==> config.mk <==
export PLATFORM = sky130hd
export DESIGN_NAME = radial_ring_gen_flat
export DESIGN_NICKNAME = d
export VERILOG_FILES = /design/src/rtl/radial_ring_gen_if.sv /design/src/rtl/radial_ring_gen.sv /design/src/flat_wrapper.sv
export SDC_FILE = /design/constraint.sdc
export NUM_CORES = 1
export LEC_CHECK = 0
export CAP_MARGIN = 20
export CORE_UTILIZATION = 40
export CTS_CLUSTER_SIZE = 20
export DETAILED_ROUTE_END_ITERATION = 7
export HOLD_SLACK_MARGIN = 0.12
export RECOVER_POWER = 25
export SLEW_MARGIN = 20
export SYNTH_ARGS = -nofsm -noshare
export SYNTH_HDL_FRONTEND = slang
export SYNTH_SLANG_ARGS = --single-unit
==> constraint.sdc <==
create_clock -name clk -period 5.9 [get_ports clk]
set_input_delay 1.77 -clock clk [delete_from_list [all_inputs] [get_ports clk]]
set_output_delay 1.77 -clock clk [all_outputs]
set_load 0.01 [all_outputs]
==> src/rtl/radial_ring_gen_if.sv <==
// Pixel-stream bundle for the radial ring generator.
//   master: pattern source / timing side (drives control + pixel, receives rgb)
//   slave : radial_ring_gen (consumes control + pixel, drives rgb)
//   pattern_enable, next_frame, step_size[11:0] (8.4), mode_metric[1:0],
//   mode_motion[1:0], x/y[COORD_W-1:0], active, rgb[5:0]
interface radial_ring_gen_if #(
  parameter int COORD_W = 10
);
  logic               pattern_enable;
  logic               next_frame;
  logic [11:0]        step_size;
  logic [1:0]         mode_metric;
  logic [1:0]         mode_motion;
  logic [COORD_W-1:0] x;
  logic [COORD_W-1:0] y;
  logic               active;
  logic [5:0]         rgb;

  modport master (
    output pattern_enable, next_frame, step_size, mode_metric, mode_motion,
           x, y, active,
    input  rgb
  );

  modport slave (
    input  pattern_enable, next_frame, step_size, mode_metric, mode_motion,
           x, y, active,
    output rgb
  );
endinterface

==> src/rtl/radial_ring_gen.sv <==
// Radial ring pattern generator: RING_COUNT concentric rings around
// (CENTER_X, CENTER_Y) with selectable distance metric and ring motion.
//   clk  : pixel clock
//   rst  : asynchronous active-high reset
//   bus  : radial_ring_gen_if.slave (control, pixel in, rgb out)
// Pixel path is 3 registered stages (abs deltas, distance, colour); the
// animation phase advances once per qualifying next_frame pulse.
module radial_ring_gen #(
  parameter int COORD_W      = 10,
  parameter int PHASE_W      = 10,
  parameter int RING_COUNT   = 5,
  parameter int RING_SPACING = 24,
  parameter int BASE_OFFSET  = 30,
  parameter int CENTER_X     = 320,
  parameter int CENTER_Y     = 240,
  parameter int PHASE_MAX    = 500
) (
  input logic         clk,
  input logic         rst,
  radial_ring_gen_if.slave bus
);
  localparam int AW = COORD_W + 1;
  localparam int DW = COORD_W + 2;
  localparam int SW = PHASE_W + 2;  // room for unwrapped sum / signed difference
  localparam logic [AW-1:0] CX   = AW'(CENTER_X);
  localparam logic [AW-1:0] CY   = AW'(CENTER_Y);
  localparam logic [SW-1:0] PMAX = SW'(PHASE_MAX);
  // PAL[k-1] is ring k's colour
  localparam logic [7:0][5:0] PAL = {6'b100001, 6'b000010, 6'b000100, 6'b001000,
                                     6'b001100, 6'b101000, 6'b101100, 6'b101101};
  localparam logic [5:0] EDGE = 6'b000001;

  typedef enum logic {DIR_OUT, DIR_IN} dir_e;

  // ---------------- animation phase ----------------
  logic [PHASE_W-1:0] phase_q, phase_d;
  logic [3:0]         frac_q, frac_d;
  dir_e               dir_q, dir_d;

  logic [7:0]    st_int;
  logic [3:0]    st_fr;
  logic [4:0]    add_f, sub_f;
  logic [SW-1:0] sum_u, dif_u;
  logic          dif_le0;

  assign st_int  = bus.step_size[11:4];
  assign st_fr   = bus.step_size[3:0];
  assign add_f   = {1'b0, frac_q} + {1'b0, st_fr};
  assign sub_f   = {1'b0, frac_q} - {1'b0, st_fr};  // bit 4 = borrow
  assign sum_u   = SW'(phase_q) + SW'(st_int) + SW'(add_f[4]);
  assign dif_u   = SW'(phase_q) - SW'(st_int) - SW'(sub_f[4]);
  // MSB set means the difference went negative
  assign dif_le0 = dif_u[SW-1] || (dif_u == '0);

  always_comb begin
    phase_d = phase_q;
    frac_d  = frac_q;
    dir_d   = dir_q;
    if (bus.next_frame && bus.pattern_enable) begin
      dir_d = DIR_OUT;
      case (bus.mode_motion)
        2'd0: begin
          phase_d = sum_u[PHASE_W-1:0];
          frac_d  = add_f[3:0];
        end
        2'd1: begin
          phase_d = dif_u[PHASE_W-1:0];
          frac_d  = sub_f[3:0];
        end
        2'd2: begin
          dir_d = dir_q;
          // zero step must never trigger a turn, even when parked at a limit
          if (bus.step_size != '0) begin
            if (dir_q == DIR_OUT) begin
              if (sum_u >= PMAX) begin
                phase_d = PHASE_W'(PHASE_MAX);
                frac_d  = '0;
                dir_d   = DIR_IN;
              end else begin
                phase_d = sum_u[PHASE_W-1:0];
                frac_d  = add_f[3:0];
              end
            end else begin
              if (dif_le0) begin
                phase_d = '0;
                frac_d  = '0;
                dir_d   = DIR_OUT;
              end else begin
                phase_d = dif_u[PHASE_W-1:0];
                frac_d  = sub_f[3:0];
              end
            end
          end
        end
        default: ;  // freeze
      endcase
    end
  end

  always_ff @(posedge clk or posedge rst) begin
    if (rst) begin
      phase_q <= '0;
      frac_q  <= '0;
      dir_q   <= DIR_OUT;
    end else begin
      phase_q <= phase_d;
      frac_q  <= frac_d;
      dir_q   <= dir_d;
    end
  end

  // ---------------- pixel pipeline ----------------
  logic [AW-1:0] ax_d, ay_d, ax_q, ay_q;
  logic [1:0]    met_d, met_q;
  logic [1:0]    act_d, act_q;  // [0] at S1, [1] at S2
  logic [AW-1:0] mx, mn;
  logic [DW-1:0] dist_d, dist_q;
  logic [DW-1:0] base, r1, rad;
  logic [5:0]    rgb_d, rgb_q;

  // S1: absolute deltas from the centre
  always_comb begin
    ax_d  = ({1'b0, bus.x} >= CX) ? {1'b0, bus.x} - CX : CX - {1'b0, bus.x};
    ay_d  = ({1'b0, bus.y} >= CY) ? {1'b0, bus.y} - CY : CY - {1'b0, bus.y};
    met_d = bus.mode_metric;
    act_d = {act_q[0], bus.active};
  end

  // S2: distance metric
  always_comb begin
    mx = (ax_q > ay_q) ? ax_q : ay_q;
    mn = (ax_q > ay_q) ? ay_q : ax_q;
    case (met_q)
      2'd1:    dist_d = DW'(mx);
      2'd2:    dist_d = DW'(mx) + DW'(mn >> 1);
      default: dist_d = DW'(ax_q) + DW'(ay_q);
    endcase
  end

  // S3: ring lookup against the live phase
  always_comb begin
    base  = DW'(BASE_OFFSET) + DW'(phase_q >> 1);
    r1    = (base > DW'(RING_SPACING)) ? base - DW'(RING_SPACING) : '0;
    rad   = '0;
    rgb_d = EDGE;
    // walk outer to inner so the innermost matching ring wins
    for (int k = RING_COUNT; k >= 1; k--) begin
      rad = (k == 1) ? r1 : base + DW'((k - 2) * RING_SPACING);
      if (dist_q <= rad) rgb_d = PAL[3'(k - 1)];
    end
    if (!act_q[1]) rgb_d = '0;
  end

  always_ff @(posedge clk or posedge rst) begin
    if (rst) begin
      ax_q   <= '0;
      ay_q   <= '0;
      met_q  <= '0;
      act_q  <= '0;
      dist_q <= '0;
      rgb_q  <= '0;
    end else begin
      ax_q   <= ax_d;
      ay_q   <= ay_d;
      met_q  <= met_d;
      act_q  <= act_d;
      dist_q <= dist_d;
      rgb_q  <= rgb_d;
    end
  end

  assign bus.rgb = rgb_q;
endmodule
==> src/flat_wrapper.sv <==
// flat-port wrapper written by rule: the top's interface ports become plain ports
module radial_ring_gen_flat 
#(
  parameter int COORD_W      = 10,
  parameter int PHASE_W      = 10,
  parameter int RING_COUNT   = 5,
  parameter int RING_SPACING = 24,
  parameter int BASE_OFFSET  = 30,
  parameter int CENTER_X     = 320,
  parameter int CENTER_Y     = 240,
  parameter int PHASE_MAX    = 500
)
  (clk, rst, bus_pattern_enable, bus_next_frame, bus_step_size, bus_mode_metric, bus_mode_motion, bus_x, bus_y, bus_active, bus_rgb);
  radial_ring_gen_if #(.COORD_W(COORD_W)) bus_i ();
  input logic clk;
  input logic rst;
  input wire logic [$bits(bus_i.pattern_enable)-1:0] bus_pattern_enable;
  input wire logic [$bits(bus_i.next_frame)-1:0] bus_next_frame;
  input wire logic [$bits(bus_i.step_size)-1:0] bus_step_size;
  input wire logic [$bits(bus_i.mode_metric)-1:0] bus_mode_metric;
  input wire logic [$bits(bus_i.mode_motion)-1:0] bus_mode_motion;
  input wire logic [$bits(bus_i.x)-1:0] bus_x;
  input wire logic [$bits(bus_i.y)-1:0] bus_y;
  input wire logic [$bits(bus_i.active)-1:0] bus_active;
  output wire logic [$bits(bus_i.rgb)-1:0] bus_rgb;
  assign bus_i.pattern_enable = bus_pattern_enable;
  assign bus_i.next_frame = bus_next_frame;
  assign bus_i.step_size = bus_step_size;
  assign bus_i.mode_metric = bus_mode_metric;
  assign bus_i.mode_motion = bus_mode_motion;
  assign bus_i.x = bus_x;
  assign bus_i.y = bus_y;
  assign bus_i.active = bus_active;
  assign bus_rgb = bus_i.rgb;
  radial_ring_gen #(.COORD_W(COORD_W), .PHASE_W(PHASE_W), .RING_COUNT(RING_COUNT), .RING_SPACING(RING_SPACING), .BASE_OFFSET(BASE_OFFSET), .CENTER_X(CENTER_X), .CENTER_Y(CENTER_Y), .PHASE_MAX(PHASE_MAX)) u_core (.clk(clk), .rst(rst), .bus(bus_i));
endmodule
==> results.cfg, run 1 <==
[power]
power.clock.fraction = 0.131
power.sequential.fraction = 0.150
combPwrFrac = 0.718
total_leakage_power_nw = 3.88
total_switching_power_mw = 2.15
max-vdd-ir-drop_v = 0.000199
power.share.switching = 0.495
internal_power_mw = 2.19
powerDensity_nw_per_um2 = 515
totalPowerFinal_mw = 4.34

[synth]
synth_top_area_share = 0.194
synth_edf_count = 0
synth-seq-area-share = 0.193
synth_top_flop_cell = sky130_fd_sc_hd__dfrtp_1
postSynthAreaPerCell_um2 = 8.08
synthesis.instances = 916
yosysTopAreaCell = sky130_fd_sc_hd__ha_1
async_reset_ff_frac = 1.00
ys_warn_count = 0
post_synth_num_cell_types = 82
synthesis.area_um2 = 7400
synth-seq-cells = 57
netlist_top_cells_area = sky130_fd_sc_hd__ha_1, sky130_fd_sc_hd__dfrtp_1, sky130_fd_sc_hd__a21oi_1

[flow_run]
drv.max_cap_violation_count = 1

[finish]
final.fill_count = 1837
final_common_cell = sky130_fd_sc_hd__ha_1
commonest_cells_after_routing_fill_and_taps_aside = sky130_fd_sc_hd__ha_1, sky130_fd_sc_hd__inv_1, sky130_fd_sc_hd__a21oi_1
final_layout_size_suffix_gt1_frac = 0.0519
num-nets-final = 1120
area_delta_synth_final_pct = 13.8
diodes = 0

[timing]
final_min_period_over_clock_period = 0.911
final_max_slew_viol_count = 52
timing_worst_slew_pin_value_ns = 2.54
hold_viol_final = 0
setup_viol = 0
setup_tns_ns = 0
slew_headroom = -0.693
setup_repair_after_global_routing_missed_its_margin = no
fmax_mhz = 186
period_needed_ns = 5.37
skew_ns = 0.00612

[min_path]
worst_min_delay_path_category = reg2reg

[worst_setup_path]
cp.required_ns = 6.16
type_of_origin_of_the_critical_path = input port
critical-path-top-cell-by-count = sky130_fd_sc_hd__nor2_1
critical-path-slowest-cell = sky130_fd_sc_hd__clkdlybuf4s50_1
cp_cell_sequence = clkdlybuf4s50_1 -> ha_1 -> inv_1 -> fa_1 -> nor2_1 -> nor2_1 -> o21bai_1 -> ha_1 -> nor2b_1 -> and2_1 -> a21boi_0 -> nand4_1 -> o311a_4 -> a211oi_4 -> nor2_1 -> or4_1 -> a21oi_1
largest_incremental_delay_on_the_critical_path_ns = 0.55
worstPathMaxFanout = 4
timing_worst_setup_path_type = in2reg
cp_data_arrival_time_ns = 5.64
endpoint_kind = flip-flop

[outcome]
outcome = complete, but fails checks
violated_checks = max-capacitance violations, max-slew violations

[clock_tree]
post_cts_resized = 0
cts_sinks = 57
worstSkewPairLatency_ns = 0.34
cts_root_buffer = sky130_fd_sc_hd__clkbuf_16
cts_max_level = 3
post_cts_hold_buffer_count = 0
clock_tree.buffer_depth = 2
numCtsBuffers = 9
cts_setup_buffers = 0
clk_pin_slew_ns = 0.05
tritoncts = yes

[floorplanning]
rows = 49
chipWidth_um = 138
top_level_ports = 47
start_util = 0.411
placeableCoreArea_um2 = 18000
dieArea_um2 = 19100
die-height_um = 138

[route]
avgRoutedWirePerCell_um = 15.4
drt_iter0_markers = 326
routed_wirelength_mm = 18.4
drtAntennaViolNets = 0
routed-via-count = 6586
route.detailed.drc = 0
drt_first_pass_iters = 5
viasPerCell = 5.53

[global_route]
grt_max_degree = 52
wire_length_of_the_first_global_routing_pass_mm = 31.3
grt_antenna_before_repair = 0
grt_remaining_overflow = 0
grt_pass1_vias = 6356
grt.total_usage = 0.200

[placed_design]
detailed_place_hpwl_mm = 15.1
gp_congestion = 0.902
port_buffers = 44
## metrics by stage
step           worst slack (ns)  area (um^2)   util  cells  hold slack, ns
6_report                  0.527         8420  0.467   1192           0.349
5_1_grt                   0.215         8420  0.467   1192           0.360
3_5_place_dp              0.235         8100  0.449   1176           0.341
4_1_cts                   0.577         8430  0.468   1192           0.352
3_3_place_gp              0.316         8100  0.449   1176           0.335
2_1_floorplan              1.08         7420      -    919           0.331
## critical path: cells and delay by family
family	cells	cell delay [ns]
and+or+nand+nor	7	1.30
adders and majority gates	3	0.81
AOI/OAI and AO/OA	5	1.13
buffers and inverters	2	0.60
## layout make-up
type	instances	area (um^2)	share of cell area
clock buffers	11	253	0.0300
clock inverters	5	77.6	0.00921
inverters	76	285	0.0339
multi-input cells	761	5590	0.664
flip-flops and latches	57	1430	0.169
well taps	229	287	0.0340
repair buffers	53	504	0.0599
## sequential cells by signal, summed over array words and instances (netlist names)
register and count:
u_core.dist_q 12, u_core.ax_q 11, u_core.ay_q 11, u_core.phase_q 10, u_core.bus.rgb 4, u_core.frac_q 4, u_core.act_q 2, u_core.met_q 2
u_core.dir_q 1
## logic make-up (layout without fill, tap and decap cells)
kind of cell               count (synthesis)  in the layout  share of synthesized area
AOI/OAI and AO/OA                        274            274                      0.254
xor gates and xnor gates                  76             76                     0.0919
adders and majority gates                121            121                      0.211
buffers and inverters                    101            145                     0.0539
DFF                                       57             57                      0.193
muxes                                      3              3                    0.00439
other                                      2              5                    0.00101
and+or+nand+nor                          282            282                      0.191
## Yosys cell counts (all sizes together), types with 14 or more instances
| cell | count |
|---|---|
| inv | 75 |
| xnor2 | 40 |
| nand3 | 24 |
| o21ai | 53 |
| dfrtp | 57 |
| nand2 | 67 |
| a21o | 30 |
| xor2 | 36 |
| nand4 | 16 |
| nor3 | 27 |
| nor2 | 67 |
| nor2b | 14 |
| a21oi | 71 |
| clkbuf | 19 |
| ha | 115 |
## metal layers
| layer | up-vias | share of wire | track usage |
|---|---|---|---|
| met5 | - | 0 | 0 |
| li1 | 3383 | - | - |
| met3 | 24 | 0.029 | 0.0260 |
| met2 | 120 | 0.44 | 0.319 |
| met4 | 0 | 0.018 | 0.0549 |
| met1 | 3059 | 0.51 | 0.282 |
## power by group through the flow
stage	sequential, mW	clock [mW]	combinational, mW
after global routing	0.664	0.595	3.53
after CTS	0.647	0.579	3.10
after detailed placement	0.653	0	3.07
final	0.651	0.570	3.12
after floorplan	0.578	0	2.41
after global placement	0.657	0	3.07
## final timing paths
path | from | to | slack, ns | depth (start not counted)
setup / recovery | bus_step_size[0] | u_core.phase_q[8]$_DFFE_PP0P_ | 0.53 | 17
hold reg to reg | u_core.act_q[0]$_DFF_PP0_ | u_core.act_q[1]$_DFF_PP0_ | 0.35 | 0
setup reg to reg | u_core.ay_q[7]$_DFF_PP0_ | u_core.dist_q[10]$_DFF_PP0_ | 0.72 | 20
min in group asynchronous | rst | u_core.frac_q[1]$_DFFE_PP0P_ | 1.82 | 2
max in group asynchronous | rst | u_core.dist_q[11]$_DFF_PP0_ | 1.38 | 3
hold / removal | u_core.act_q[0]$_DFF_PP0_ | u_core.act_q[1]$_DFF_PP0_ | 0.35 | 0
Note: power is estimated with default switching activity, not from simulation.
==> run 2: changes to the inputs <==
Settings changed: CAP_MARGIN 20 to not set, GPL_ROUTABILITY_DRIVEN set to 0.
==> results of run 2 <==
Same layout as run 1: the final DEF is identical, and so are final timing and power.
==> run 3: changes to the inputs <==
Settings changed: MAX_ROUTING_LAYER set to met4.
==> run 3 against run 2 <==
  * The run still ends with max-capacitance violations, max-slew violations left
  * Sequential share of layout area is the same
  * Clock power is essentially flat
  * Critical path depth is the same
  * Count of clock-buffer cells in the layout is the same
  * Flip-flop and latch count is the same
  * Global-route usage grew 0.59 points
  * Highest routed layer unchanged
==> results.cfg, run 3 (synthesized netlist as in run 1, its figures left out) <==
[route]
viasPerCell = 5.55
drt_iter0_markers = 322
route.detailed.drc = 0
avgRoutedWirePerCell_um = 15.4
routed-via-count = 6621
routed_wirelength_mm = 18.3
drt_first_pass_iters = 5
drtAntennaViolNets = 0

[global_route]
grt_antenna_before_repair = 0
wire_length_of_the_first_global_routing_pass_mm = 31.3
grt_pass1_vias = 6363
grt_remaining_overflow = 0
grt_max_degree = 52
grt.total_usage = 0.206

[finish]
registers.top_by_ff_count = u_core.dist_q
final_common_cell = sky130_fd_sc_hd__ha_1
biggestRegsByFlops = u_core.dist_q (12), u_core.ax_q (11), u_core.ay_q (11)
commonest_cells_after_routing_fill_and_taps_aside = sky130_fd_sc_hd__ha_1, sky130_fd_sc_hd__inv_1, sky130_fd_sc_hd__a21oi_1
final_layout_size_suffix_gt1_frac = 0.0519
diodes = 0
num-nets-final = 1120
final.fill_count = 1837
layout.cells.non_filler = 1192
post-route-util = 0.467
area_delta_synth_final_pct = 13.8
max_ffs_per_register = 12

[clock_tree]
tritoncts = yes
numCtsBuffers = 9
clk_pin_slew_ns = 0.05
cts_setup_buffers = 0
cts_max_level = 3
clock_tree.buffer_depth = 2
post_cts_resized = 0
cts_sinks = 57
cts_root_buffer = sky130_fd_sc_hd__clkbuf_16
worstSkewPairLatency_ns = 0.34
post_cts_hold_buffer_count = 0

[worst_setup_path]
worstPathMaxFanout = 4
timing_worst_setup_path_type = in2reg
worst_r2r_endpoint = u_core.dist_q[10]$_DFF_PP0_
reg2reg_slack_ns = 0.72
endpoint_kind = flip-flop
reg2regPathDepth = 20
regToRegStartpoint = u_core.ay_q[7]$_DFF_PP0_
type_of_origin_of_the_critical_path = input port
cp.required_ns = 6.16
cp_data_arrival_time_ns = 5.62

[placed_design]
dp.cells = 1176
detailed_place_hpwl_mm = 15.1
pre_cts_ws_ns = 0.235
port_buffers = 44

[timing]
finalWorstSetupSlack_ns = 0.539
slew_headroom = -0.684
period_needed_ns = 5.36
timing_worst_slew_pin_value_ns = 2.53
final_max_slew_viol_count = 52
setup_tns_ns = 0
final_min_period_over_clock_period = 0.909
hold_viol_final = 0
skew_ns = 0.00691
setup_viol = 0
fmax_mhz = 187
hold_ws_ns = 0.349
setup_repair_after_global_routing_missed_its_margin = no

[flow_run]
drv.max_cap_violation_count = 1

[floorplanning]
top_level_ports = 47
placeableCoreArea_um2 = 18000
chipWidth_um = 138
die-height_um = 138
dieArea_um2 = 19100
start_util = 0.411
rows = 49

[power]
powerDensity_nw_per_um2 = 514
max-vdd-ir-drop_v = 0.000200
total_leakage_power_nw = 3.88

[min_path]
hold_path.startpoint = u_core.act_q[0]$_DFF_PP0_
worst_min_delay_path_category = reg2reg
min_delay_worst_endpoint = u_core.act_q[1]$_DFF_PP0_
hold_depth = 0

[outcome]
outcome = complete, but fails checks
violated_checks = max-capacitance violations, max-slew violations
## run 3: cell counts in the layout (fill, tap and decap cells not counted)
Identical to the previous run, type by type.
## run 3: how the worst max path moves through the flow
| stage | from | cells after the start | end | slack (ns) |
|---|---|---|---|---|
| after CTS | bus_step_size[0] | 17 | u_core.phase_q[8]$_DFFE_PP0P_ | 0.58 |
| after detailed placement | bus_step_size[0] | 17 | u_core.phase_q[8]$_DFFE_PP0P_ | 0.23 |
| after global routing | bus_step_size[0] | 17 | u_core.phase_q[8]$_DFFE_PP0P_ | 0.22 |
| after global placement | bus_step_size[0] | 17 | u_core.phase_q[8]$_DFFE_PP0P_ | 0.32 |
| final | bus_step_size[0] | 17 | u_core.phase_q[8]$_DFFE_PP0P_ | 0.54 |
| after floorplan | bus_step_size[0] | 16 | u_core.phase_q[8]$_DFFE_PP0P_ | 1.08 |
## run 3: final cells by class
class | count | area (um^2) | area share
Clock buffer | 11 | 253 | 0.0300
Clock inverter | 5 | 77.6 | 0.00921
Inverter | 76 | 285 | 0.0339
Multi-Input combinational cell | 761 | 5590 | 0.664
Sequential cell | 57 | 1430 | 0.169
Tap cell | 229 | 287 | 0.0340
Timing Repair Buffer | 53 | 504 | 0.0599
## run 3: critical path, cell delays in order
cell                              delay (ns)
sky130_fd_sc_hd__clkdlybuf4s50_1        0.56
sky130_fd_sc_hd__ha_1                   0.20
sky130_fd_sc_hd__inv_1                  0.05
sky130_fd_sc_hd__fa_1                   0.43
sky130_fd_sc_hd__nor2_1                 0.11
sky130_fd_sc_hd__nor2_1                 0.05
sky130_fd_sc_hd__o21bai_1               0.13
sky130_fd_sc_hd__ha_1                   0.18
sky130_fd_sc_hd__nor2b_1                0.16
sky130_fd_sc_hd__and2_1                 0.22
sky130_fd_sc_hd__a21boi_0               0.19
sky130_fd_sc_hd__nand4_1                0.23
sky130_fd_sc_hd__o311a_4                0.41
sky130_fd_sc_hd__a211oi_4               0.27
sky130_fd_sc_hd__nor2_1                 0.07
sky130_fd_sc_hd__or4_1                  0.46
sky130_fd_sc_hd__a21oi_1                0.13
## run 3: report_power, final
part	internal, mW	switching [mW]
Clock	0.390	0.179
Combinational	1.31	1.80
Sequential	0.488	0.163
Total	2.19	2.14
## run 3: per-stage QoR
step | area, um^2 | power (mW)
finish | 8420 | 4.33
global route | 8420 | 4.79
CTS | 8430 | 4.33
detailed placement | 8100 | 3.72
global placement | 8100 | 3.72
floorplan | 7420 | 2.99
## run 3: per-layer routing
metal / vias up / part of all wire / global-route usage
li1: 3389 / - / -
met3: 27 / 0.035 / 0.0260
met1: 3081 / 0.50 / 0.281
met5: - / 0 / -
met4: 0 / 0.016 / 0.0549
met2: 124 / 0.45 / 0.320
